**config.mk**
```make
export PLATFORM = sky130hd
export DESIGN_NAME = uart_rx_axis_fifo
export DESIGN_NICKNAME = d
export VERILOG_FILES = /design/src/rtl/uart_pkg.sv /design/src/rtl/uart_fifo_mem.sv /design/src/rtl/uart_rx_axis_fifo.sv
export SDC_FILE = /design/constraint.sdc
export NUM_CORES = 1
export LEC_CHECK = 0
export ABC_CLOCK_PERIOD_IN_PS = 2850
export BUFFER_PORTS_ARGS = -buffer_cell sky130_fd_sc_hd__buf_2
export CELL_PAD_IN_SITES_DETAIL_PLACEMENT = 1
export CELL_PAD_IN_SITES_GLOBAL_PLACEMENT = 1
export CORE_UTILIZATION = 35
export CTS_CLUSTER_DIAMETER = 200
export DETAILED_ROUTE_END_ITERATION = 8
export PLACE_DENSITY_LB_ADDON = 0.1
export REMOVE_ABC_BUFFERS = 1
export SLEW_MARGIN = 10
export SYNTH_ARGS = -nofsm -noshare
export SYNTH_HDL_FRONTEND = slang
export SYNTH_SLANG_ARGS = --single-unit
```
**constraint.sdc**
```tcl
create_clock -name aclk -period 2.85 [get_ports aclk]
set_input_delay 0.855 -clock aclk [delete_from_list [all_inputs] [get_ports aclk]]
set_output_delay 0.855 -clock aclk [all_outputs]
set_load 0.01 [all_outputs]
```
**src/rtl/uart_pkg.sv**
```systemverilog
// rtl/uart_pkg.sv - shared UART receive-path types and constants
package uart_pkg;

    localparam int UART_DATA_W = 8;

    typedef enum logic [1:0] {
        NONE = 2'd0,
        ODD  = 2'd1,
        EVEN = 2'd2
    } parity_mode_e;

    // One stored receive entry: parity-error flag alongside the byte.
    typedef struct packed {
        logic                   perr;
        logic [UART_DATA_W-1:0] data;
    } uart_entry_t;

endpackage

```
**src/rtl/uart_fifo_mem.sv**
```systemverilog
// rtl/uart_fifo_mem.sv - DEPTH x 9 simple dual-port storage, sync write, async read
//
// Ports:
//   aclk      clock for the write port
//   we_i      write enable
//   waddr_i   write address
//   wdata_i   entry to write
//   raddr_i   read address
//   rdata_o   entry at raddr_i (combinational)
module uart_fifo_mem
    import uart_pkg::*;
#(
    parameter int DEPTH = 16,
    parameter int AW    = $clog2(DEPTH)
) (
    input  logic          aclk,
    input  logic          we_i,
    input  logic [AW-1:0] waddr_i,
    input  uart_entry_t   wdata_i,
    input  logic [AW-1:0] raddr_i,
    output uart_entry_t   rdata_o
);

    // No reset: pointers in the parent decide which entries are meaningful.
    uart_entry_t mem_q [DEPTH];

    always_ff @(posedge aclk) begin
        if (we_i) begin
            mem_q[waddr_i] <= wdata_i;
        end
    end

    assign rdata_o = mem_q[raddr_i];

endmodule

```
**src/rtl/uart_rx_axis_fifo.sv**
```systemverilog
// rtl/uart_rx_axis_fifo.sv - UART receive byte FIFO with stream output and drop status
//
// Parameters:
//   DEPTH            entries, power of two in 4..256
//   DROP_PARITY_ERR  1: discard bytes flagged with s_tuser, 0: store them with the flag
// Ports:
//   aclk, aresetn    clock, synchronous active-low reset
//   s_tdata/s_tuser/s_tvalid   incoming byte, parity-error flag, single-cycle strobe
//   m_tdata/m_tuser/m_tvalid/m_tready   head-of-FIFO byte stream
//   level            occupancy 0..DEPTH
//   overflow         sticky: a byte was lost to a full FIFO
//   drop_count       saturating count of all discarded bytes
//   clr_status       clears overflow and drop_count
module uart_rx_axis_fifo
    import uart_pkg::*;
#(
    parameter int DEPTH           = 16,
    parameter bit DROP_PARITY_ERR = 1'b0
) (
    input  logic                     aclk,
    input  logic                     aresetn,
    input  logic [UART_DATA_W-1:0]   s_tdata,
    input  logic                     s_tuser,
    input  logic                     s_tvalid,
    output logic [UART_DATA_W-1:0]   m_tdata,
    output logic                     m_tuser,
    output logic                     m_tvalid,
    input  logic                     m_tready,
    output logic [$clog2(DEPTH):0]   level,
    output logic                     overflow,
    output logic [15:0]              drop_count,
    input  logic                     clr_status
);

    localparam int AW = $clog2(DEPTH);

    // Pointers carry one extra bit so full and empty are distinguishable.
    logic [AW:0] wr_ptr_q, wr_ptr_d;
    logic [AW:0] rd_ptr_q, rd_ptr_d;
    logic        overflow_q, overflow_d;
    logic [15:0] drop_count_q, drop_count_d;

    logic        empty;
    logic        full;
    logic        parity_drop;
    logic        push;
    logic        pop;
    logic        ovf_event;
    logic        drop_event;
    uart_entry_t wr_entry;
    uart_entry_t rd_entry;

    assign empty = (wr_ptr_q == rd_ptr_q);
    assign full  = (wr_ptr_q[AW-1:0] == rd_ptr_q[AW-1:0]) && (wr_ptr_q[AW] != rd_ptr_q[AW]);

    // A flagged byte in drop mode is a parity drop even when the FIFO is full,
    // so it never raises overflow.
    assign parity_drop = s_tvalid && DROP_PARITY_ERR && s_tuser;
    assign push        = s_tvalid && !full && !parity_drop;
    assign pop         = !empty && m_tready;
    assign ovf_event   = s_tvalid && full && !parity_drop;
    assign drop_event  = s_tvalid && !push;

    assign wr_entry.perr = s_tuser;
    assign wr_entry.data = s_tdata;

    uart_fifo_mem #(
        .DEPTH (DEPTH),
        .AW    (AW)
    ) u_mem (
        .aclk    (aclk),
        .we_i    (push),
        .waddr_i (wr_ptr_q[AW-1:0]),
        .wdata_i (wr_entry),
        .raddr_i (rd_ptr_q[AW-1:0]),
        .rdata_o (rd_entry)
    );

    always_comb begin
        wr_ptr_d     = wr_ptr_q;
        rd_ptr_d     = rd_ptr_q;
        overflow_d   = overflow_q;
        drop_count_d = drop_count_q;

        if (push) begin
            wr_ptr_d = wr_ptr_q + 1'b1;
        end
        if (pop) begin
            rd_ptr_d = rd_ptr_q + 1'b1;
        end

        // Clear first, then apply this cycle's event so a drop coincident
        // with clr_status is still recorded.
        if (clr_status) begin
            overflow_d   = 1'b0;
            drop_count_d = 16'd0;
        end
        if (ovf_event) begin
            overflow_d = 1'b1;
        end
        if (drop_event && (drop_count_d != 16'hFFFF)) begin
            drop_count_d = drop_count_d + 16'd1;
        end
    end

    always_ff @(posedge aclk) begin
        if (!aresetn) begin
            wr_ptr_q     <= '0;
            rd_ptr_q     <= '0;
            overflow_q   <= 1'b0;
            drop_count_q <= 16'd0;
        end else begin
            wr_ptr_q     <= wr_ptr_d;
            rd_ptr_q     <= rd_ptr_d;
            overflow_q   <= overflow_d;
            drop_count_q <= drop_count_d;
        end
    end

    assign m_tdata    = rd_entry.data;
    assign m_tuser    = rd_entry.perr;
    assign m_tvalid   = !empty;
    assign level      = wr_ptr_q - rd_ptr_q;
    assign overflow   = overflow_q;
    assign drop_count = drop_count_q;

endmodule

```
==> flow_metrics.env, run 1 <==
export IMPL_synth_fa_ha_area_share_pct=2.009
export IMPL_grt_pass1_vias=4114
export IMPL_grt_antenna_before_repair=0
export IMPL_r2r_start="rd_ptr_q[2]"
export IMPL_initial_core_util_pct=35.71
export IMPL_final_max_slew_viol_count=0
export IMPL_r2r_end="u_mem.mem_q[3][5]"
export IMPL_place_gp_congestion=0.7463
export IMPL_placed_area_um2=8025
export IMPL_vias=3874
export IMPL_synth_most_common_cell="edfxtp_1"
export IMPL_stdcell_area_um2=8652
export IMPL_core_region_area_um2=20230
export IMPL_placed_cells_incl_taps=741
export IMPL_routed_wl_um=16550
export IMPL_fp_row_count=52
export IMPL_rsz0062_at_grt="true"
export IMPL_met3_usage_pct=3.668
export IMPL_violations="negative setup slack"
export IMPL_ys_types=43
export IMPL_grt_pass1_wl_um=25320
export IMPL_h_tree_depth=4
export IMPL_synth_compound_area_share_pct=2.961
export IMPL_die_width_um=145.7
export IMPL_synth_top_family_by_area="multiplexers"
export IMPL_synth_area_mux_share_pct=14.44
export IMPL_worst_path_max_fanout=16
export IMPL_crit_type="reg -> out"
export IMPL_area_delta_synth_final_pct=19.74
export IMPL_drc_errors=0
export IMPL_via_per_inst=4.986
export IMPL_cts_clk_slew_worst_paths_ns=0.06
export IMPL_synthCells=413
export IMPL_met1_usage_pct=21.32
export IMPL_rrSetupSlack_ns=0.38
export IMPL_ioPinCount=46
export IMPL_maxCapViolCount=0
export IMPL_status="finished with violations"
export IMPL_synth_flop_cell="edfxtp_1"
export IMPL_max_freq_mhz=333.0
export IMPL_yosysSeqAreaShare_pct=68.43
export IMPL_dp_slack_ns=0.1686
export IMPL_cts_root_buffer="clkbuf_16"
export IMPL_routedWlPerCell_um=21.30
export IMPL_relSlewSlack_pct=66.63
export IMPL_synth_top_area_share_pct=59.84
export IMPL_fp_dieArea_um2=21220
export IMPL_postRouteAntennaNets=0
export IMPL_die_h_um=145.7
export IMPL_grt_ovfl_total=0
export IMPL_first_pass_iters=4
export IMPL_crit_path_end_kind="output port"
export IMPL_synthArstFlopShare_pct=0
export IMPL_yosysTopAreaCell="edfxtp_1"
export IMPL_avgSynthCellArea_um2=17.50
export IMPL_synthTopCellsByArea="edfxtp_1 60%, mux4_2 14%, dfxtp_1 8.6%, xnor2_1 2.1%, ha_1 1.7%"
export IMPL_grtUsageMet2_pct=27.94
export IMPL_synth_edf_count=144
export IMPL_layout_drive_gt1_share_pct=34.12
export IMPL_insertion_delay_ns=0.42
export IMPL_ir_drop_uv=403.4
export IMPL_busiest_layer="met2"
export IMPL_whs_ns=0.4937
export IMPL_synth_xor_area_share_pct=2.545
export IMPL_cts_buffers=17
export IMPL_fin_crit_sh_pct=105.4
export IMPL_final_setup_viol_count=9
export IMPL_leakage_uw=0.002893
export IMPL_synthTopCellsByCount="144 x edfxtp_1, 45 x mux4_2, 31 x dfxtp_1"
export IMPL_instances_no_fill=777
export IMPL_layout_nets=519
export IMPL_place_hpwl_um=10220
export IMPL_diodes=0
export IMPL_critPathCapture="m_tdata[6]"
export IMPL_clockBufferDepth=2
export IMPL_startpoint_type="register"
export IMPL_hold_violations=0
export IMPL_worst_r2r_cell_count=7
export IMPL_cts_tree="done"
export IMPL_syn_area_um2=7226
export IMPL_fin_crit_ns=3.003
export IMPL_yosys_area_share_simple_pct=7.827
export IMPL_grt_max_degree=37
export IMPL_cts_sinks=175
export IMPL_cp_data_required_time_ns=2.00
export IMPL_grt_usage_pct=16.68
export IMPL_cts_hold_fix_buffers=0
export IMPL_synth_seq_cells=175
export IMPL_drt_iter0_drc=197
export IMPL_fin_skew_ns=0.009366
export IMPL_hold_class="reg -> reg"
export IMPL_port_buffer_count=45
export IMPL_cellPowerDensity_nw_per_um2=668.0
export IMPL_tightestPinTransition_ns=0.5005
export IMPL_cp_arrival_ns=2.15
export IMPL_yosys_warnings=0
export IMPL_layout_setup_ws_ns=-0.1534
per-stage QoR:
step                      power (uW)  utilization [%]  TNS [ns]
final                           5780            42.76    -1.171
after CTS                       5851            42.49    -1.632
after detailed placement        3640            39.66         0
after global placement          3629            39.66         0
after floorplan                 3358                -    -7.138
after global routing            6016            42.76    -2.018
registers in the layout (all words and copies together) (netlist names), named ones only:
register and cells:
drop_count 16, wr_ptr_q 5, overflow 1, u_mem.mem_q 144, rd_ptr_q 5
kinds of logic (layout without fill, tap and decap cells):
logic type	Yosys count	after routing
AO/OA/AOI/OAI	27	27
flip-flops	175	175
buffers and inverters	30	124
AND/OR/NAND/NOR	101	101
adder cells (fa/ha/maj)	11	11
XOR/XNOR	21	21
multiplexers	48	48
how the worst min path moves through the flow:
stage,cells after the start,endpoint,startpoint
finish,2,overflow,overflow
global route,2,overflow,overflow
CTS,2,overflow,overflow
detailed placement,2,overflow,overflow
global placement,2,overflow,overflow
floorplan,2,overflow,overflow
layout by cell type (no fill, tap or decap), types with 4 or more instances in the layout:
cell	instances
edfxtp_1	144
mux4_2	45
buf_2	43
buf_4	30
dfxtp_1	28
nor2_1	21
xnor2_1	17
clkbuf_16	17
nand2_1	15
and2_1	13
nand3_1	10
inv_1	9
ha_1	9
nand2b_1	7
a21oi_1	6
o21ai_0	6
nor2b_1	5
nand3b_1	5
nand4_1	5
buf_12	5
xor2_1	4
nor3_2	4
clkinv_2	4
clkinv_4	4
area by class of cell:
cell class | instances | area (um^2)
tap | 270 | 337.8
sequential | 175 | 4956
clock inverter | 14 | 120.1
multi-input combinational | 208 | 2191
timing repair buffer | 81 | 574.3
inverter | 11 | 43.79
clock buffer | 18 | 429.2
fill | 1988 | 11580
critical path, cell delays in order (launching register included):
cell and delay, ns:
dfxtp_4 0.39, buf_12 0.19, mux4_2 0.53, mux4_2 0.47
buf_2 0.15
timing repair:
| action | CTS | global route |
|---|---|---|
| setup endpoints to repair | 10 | 10 |
| setup buffers | 1 | 3 |
| gates resized for setup | 7 | 8 |
| pin swaps | 0 | 4 |
per-layer routing:
layer / part of all wire (%) / vias to the layer above / routed length, um
met5: 0 / - / 0
met4: 1.5 / 0 / 242
met3: 2.8 / 17 / 471
met2: 50 / 65 / 8321
met1: 45 / 2016 / 7513
li1: - / 1776 / -
power breakdown:
group	leakage [uW]	switching, uW	internal, uW
Combinational	0.00108	345	420
Sequential	0.00155	29.2	2810
Clock	0.000263	977	1200
Total	0.00289	1350	4430
Power figures use the tool's default switching activity.
==> inputs of run 2 (changes only) <==
Settings changed: CORE_UTILIZATION 35 to 52.
==> flow_metrics.env, run 2 (synthesis gave the netlist of run 1 again) <==
export IMPL_crit_type="reg -> out"
export IMPL_initial_core_util_pct=53.92
export IMPL_grt_antenna_before_repair=1
export IMPL_cts_sinks=175
export IMPL_seq_power_share_pct=44.3
export IMPL_cp_data_required_time_ns=2.00
export IMPL_placed_area_um2=7818
export IMPL_top_register="u_mem.mem_q"
export IMPL_postRouteAntennaNets=0
export IMPL_vias=3979
export IMPL_place_hpwl_um=10010
export IMPL_cts_clk_slew_worst_paths_ns=0.07
export IMPL_fin_skew_ns=0.008633
export IMPL_tightestPinTransition_ns=0.4777
export IMPL_place_gp_congestion=0.7864
export IMPL_routedWlPerCell_um=25.96
export IMPL_cts_tree="done"
export IMPL_die_h_um=119.9
export IMPL_final_max_slew_viol_count=0
export IMPL_relSlewSlack_pct=68.08
export IMPL_final_cell_mix="144 x edfxtp_1, 45 x mux4_2, 37 x buf_2"
export IMPL_critical_path_cell_chain="buf_12 > buf_12 > mux4_2 > mux4_2 > buf_6"
export IMPL_max_freq_mhz=323.7
export IMPL_cp_arrival_ns=2.23
export IMPL_layout_setup_ws_ns=-0.2397
export IMPL_grt_ovfl_total=0
export IMPL_area_delta_synth_final_pct=20.45
export IMPL_instances_no_fill=681
export IMPL_r2r_start="rd_ptr_q[2]"
export IMPL_fp_dieArea_um2=14370
export IMPL_clkPwrFrac_pct=41.7
export IMPL_grt_pass1_vias=4217
export IMPL_rsz0062_at_grt="true"
export IMPL_startpoint_type="register"
export IMPL_fin_crit_ns=3.090
export IMPL_status="finished with violations"
export IMPL_worst_r2r_cell_count=7
export IMPL_violations="negative setup slack"
export IMPL_ir_drop_uv=509.6
export IMPL_via_per_inst=5.843
export IMPL_dp_slack_ns=0.1062
export IMPL_cts_buffers=17
export IMPL_sw_frac_of_total_pct=21.50
export IMPL_grt_max_degree=37
export IMPL_final_common_cell="edfxtp_1"
export IMPL_drt_iter0_drc=381
export IMPL_largest_reg_flops=144
export IMPL_whs_ns=0.4836
export IMPL_hold_violations=0
export IMPL_min_path_cells=2
export IMPL_worst_path_max_fanout=8
export IMPL_cellPowerDensity_nw_per_um2=737.1
export IMPL_diodes=0
export IMPL_first_pass_iters=5
export IMPL_stdcell_area_um2=8703
export IMPL_placed_cells_incl_taps=641
export IMPL_h_tree_depth=4
export IMPL_critPathCapture="m_tdata[5]"
export IMPL_r2r_end="u_mem.mem_q[3][2]"
export IMPL_die_width_um=119.9
export IMPL_clockBufferDepth=2
export IMPL_grt_usage_pct=26.28
export IMPL_routed_wl_um=17680
export IMPL_fp_row_count=42
export IMPL_internal_power_uw=5036
export IMPL_fin_crit_sh_pct=108.4
export IMPL_port_buffer_count=45
export IMPL_cp_num_buf_inv=3
export IMPL_final_setup_viol_count=9
export IMPL_rrSetupSlack_ns=0.26
export IMPL_hold_class="reg -> reg"
export IMPL_cts_root_buffer="clkbuf_16"
export IMPL_cts_hold_fix_buffers=0
export IMPL_fill_cells=1173
export IMPL_crit_path_end_kind="output port"
export IMPL_crit_family="multiplexers"
export IMPL_slowest_delay_ns=0.52
export IMPL_drc_errors=0
export IMPL_maxCapViolCount=0
export IMPL_path_depth=5
export IMPL_insertion_delay_ns=0.42
export IMPL_combPwrFrac_pct=14.0
export IMPL_leakage_uw=0.002953
export IMPL_layout_nets=517
export IMPL_core_region_area_um2=13400
export IMPL_worst_path_max_delay_cell="mux4_2"
export IMPL_layout_drive_gt1_share_pct=32.48
export IMPL_p_sw_uw=1379
export IMPL_grt_pass1_wl_um=26080
export IMPL_ioPinCount=46
-- run 2: power groups by stage --
stage / logic, uW / clock network [uW] / registers [uW]
3_3_place_gp: 705 / 0 / 2880
3_5_place_dp: 726 / 0 / 2890
5_1_grt: 960 / 2790 / 2840
2_1_floorplan: 410 / 0 / 2950
4_1_cts: 844 / 2700 / 2840
6_report: 900 / 2680 / 2840
-- run 2: how the worst min path moves through the flow --
stage | slack (ns) | from | end
3_3_place_gp | 0.47 | overflow | overflow
5_1_grt | 0.52 | overflow | overflow
6_report | 0.48 | overflow | overflow
2_1_floorplan | 0.50 | overflow | overflow
4_1_cts | 0.49 | overflow | overflow
3_5_place_dp | 0.48 | overflow | overflow
-- run 2: what timing repair did --
item	CTS	global route
resized for setup	11	11
buffers inserted	3	2
endpoints found under the setup margin	10	10
pin swaps	0	3
cloned	2	1
-- run 2: layout make-up --
cell class / count / area [um^2] / share of cell area (%)
flip-flops and latches: 175 / 4956 / 56.94
multi-input cells: 208 / 2171 / 24.94
repair buffers: 79 / 638.1 / 7.332
clock buffers: 19 / 432.9 / 4.974
clock inverters: 13 / 241.5 / 2.775
well taps: 176 / 220.2 / 2.530
inverters: 11 / 43.79 / 0.5032
-- run 2: tightest hold or removal path, cell delays in order, from the launching register on --
cell	delay, ns
dfxtp_1	0.31
nand2b_1	0.06
a21boi_0	0.07
-- run 2: stage by stage --
step                      TNS (ns)  util (%)  power, uW
final                       -1.936     64.95       6416
after global routing        -2.456     64.95       6588
after CTS                   -2.011     64.27       6377
after detailed placement         0     58.34       3612
after global placement           0     58.34       3586
after floorplan             -7.138         -       3358
-- run 2: layer usage --
layer  vias up  part of all wire (%)  track usage (%)
li1       1773                     -                -
met1      2056                    40            32.10
met2       129                    53            46.35
met3        21                   4.7            5.989
met4         0                   1.6            8.203
met5         -                     0                0
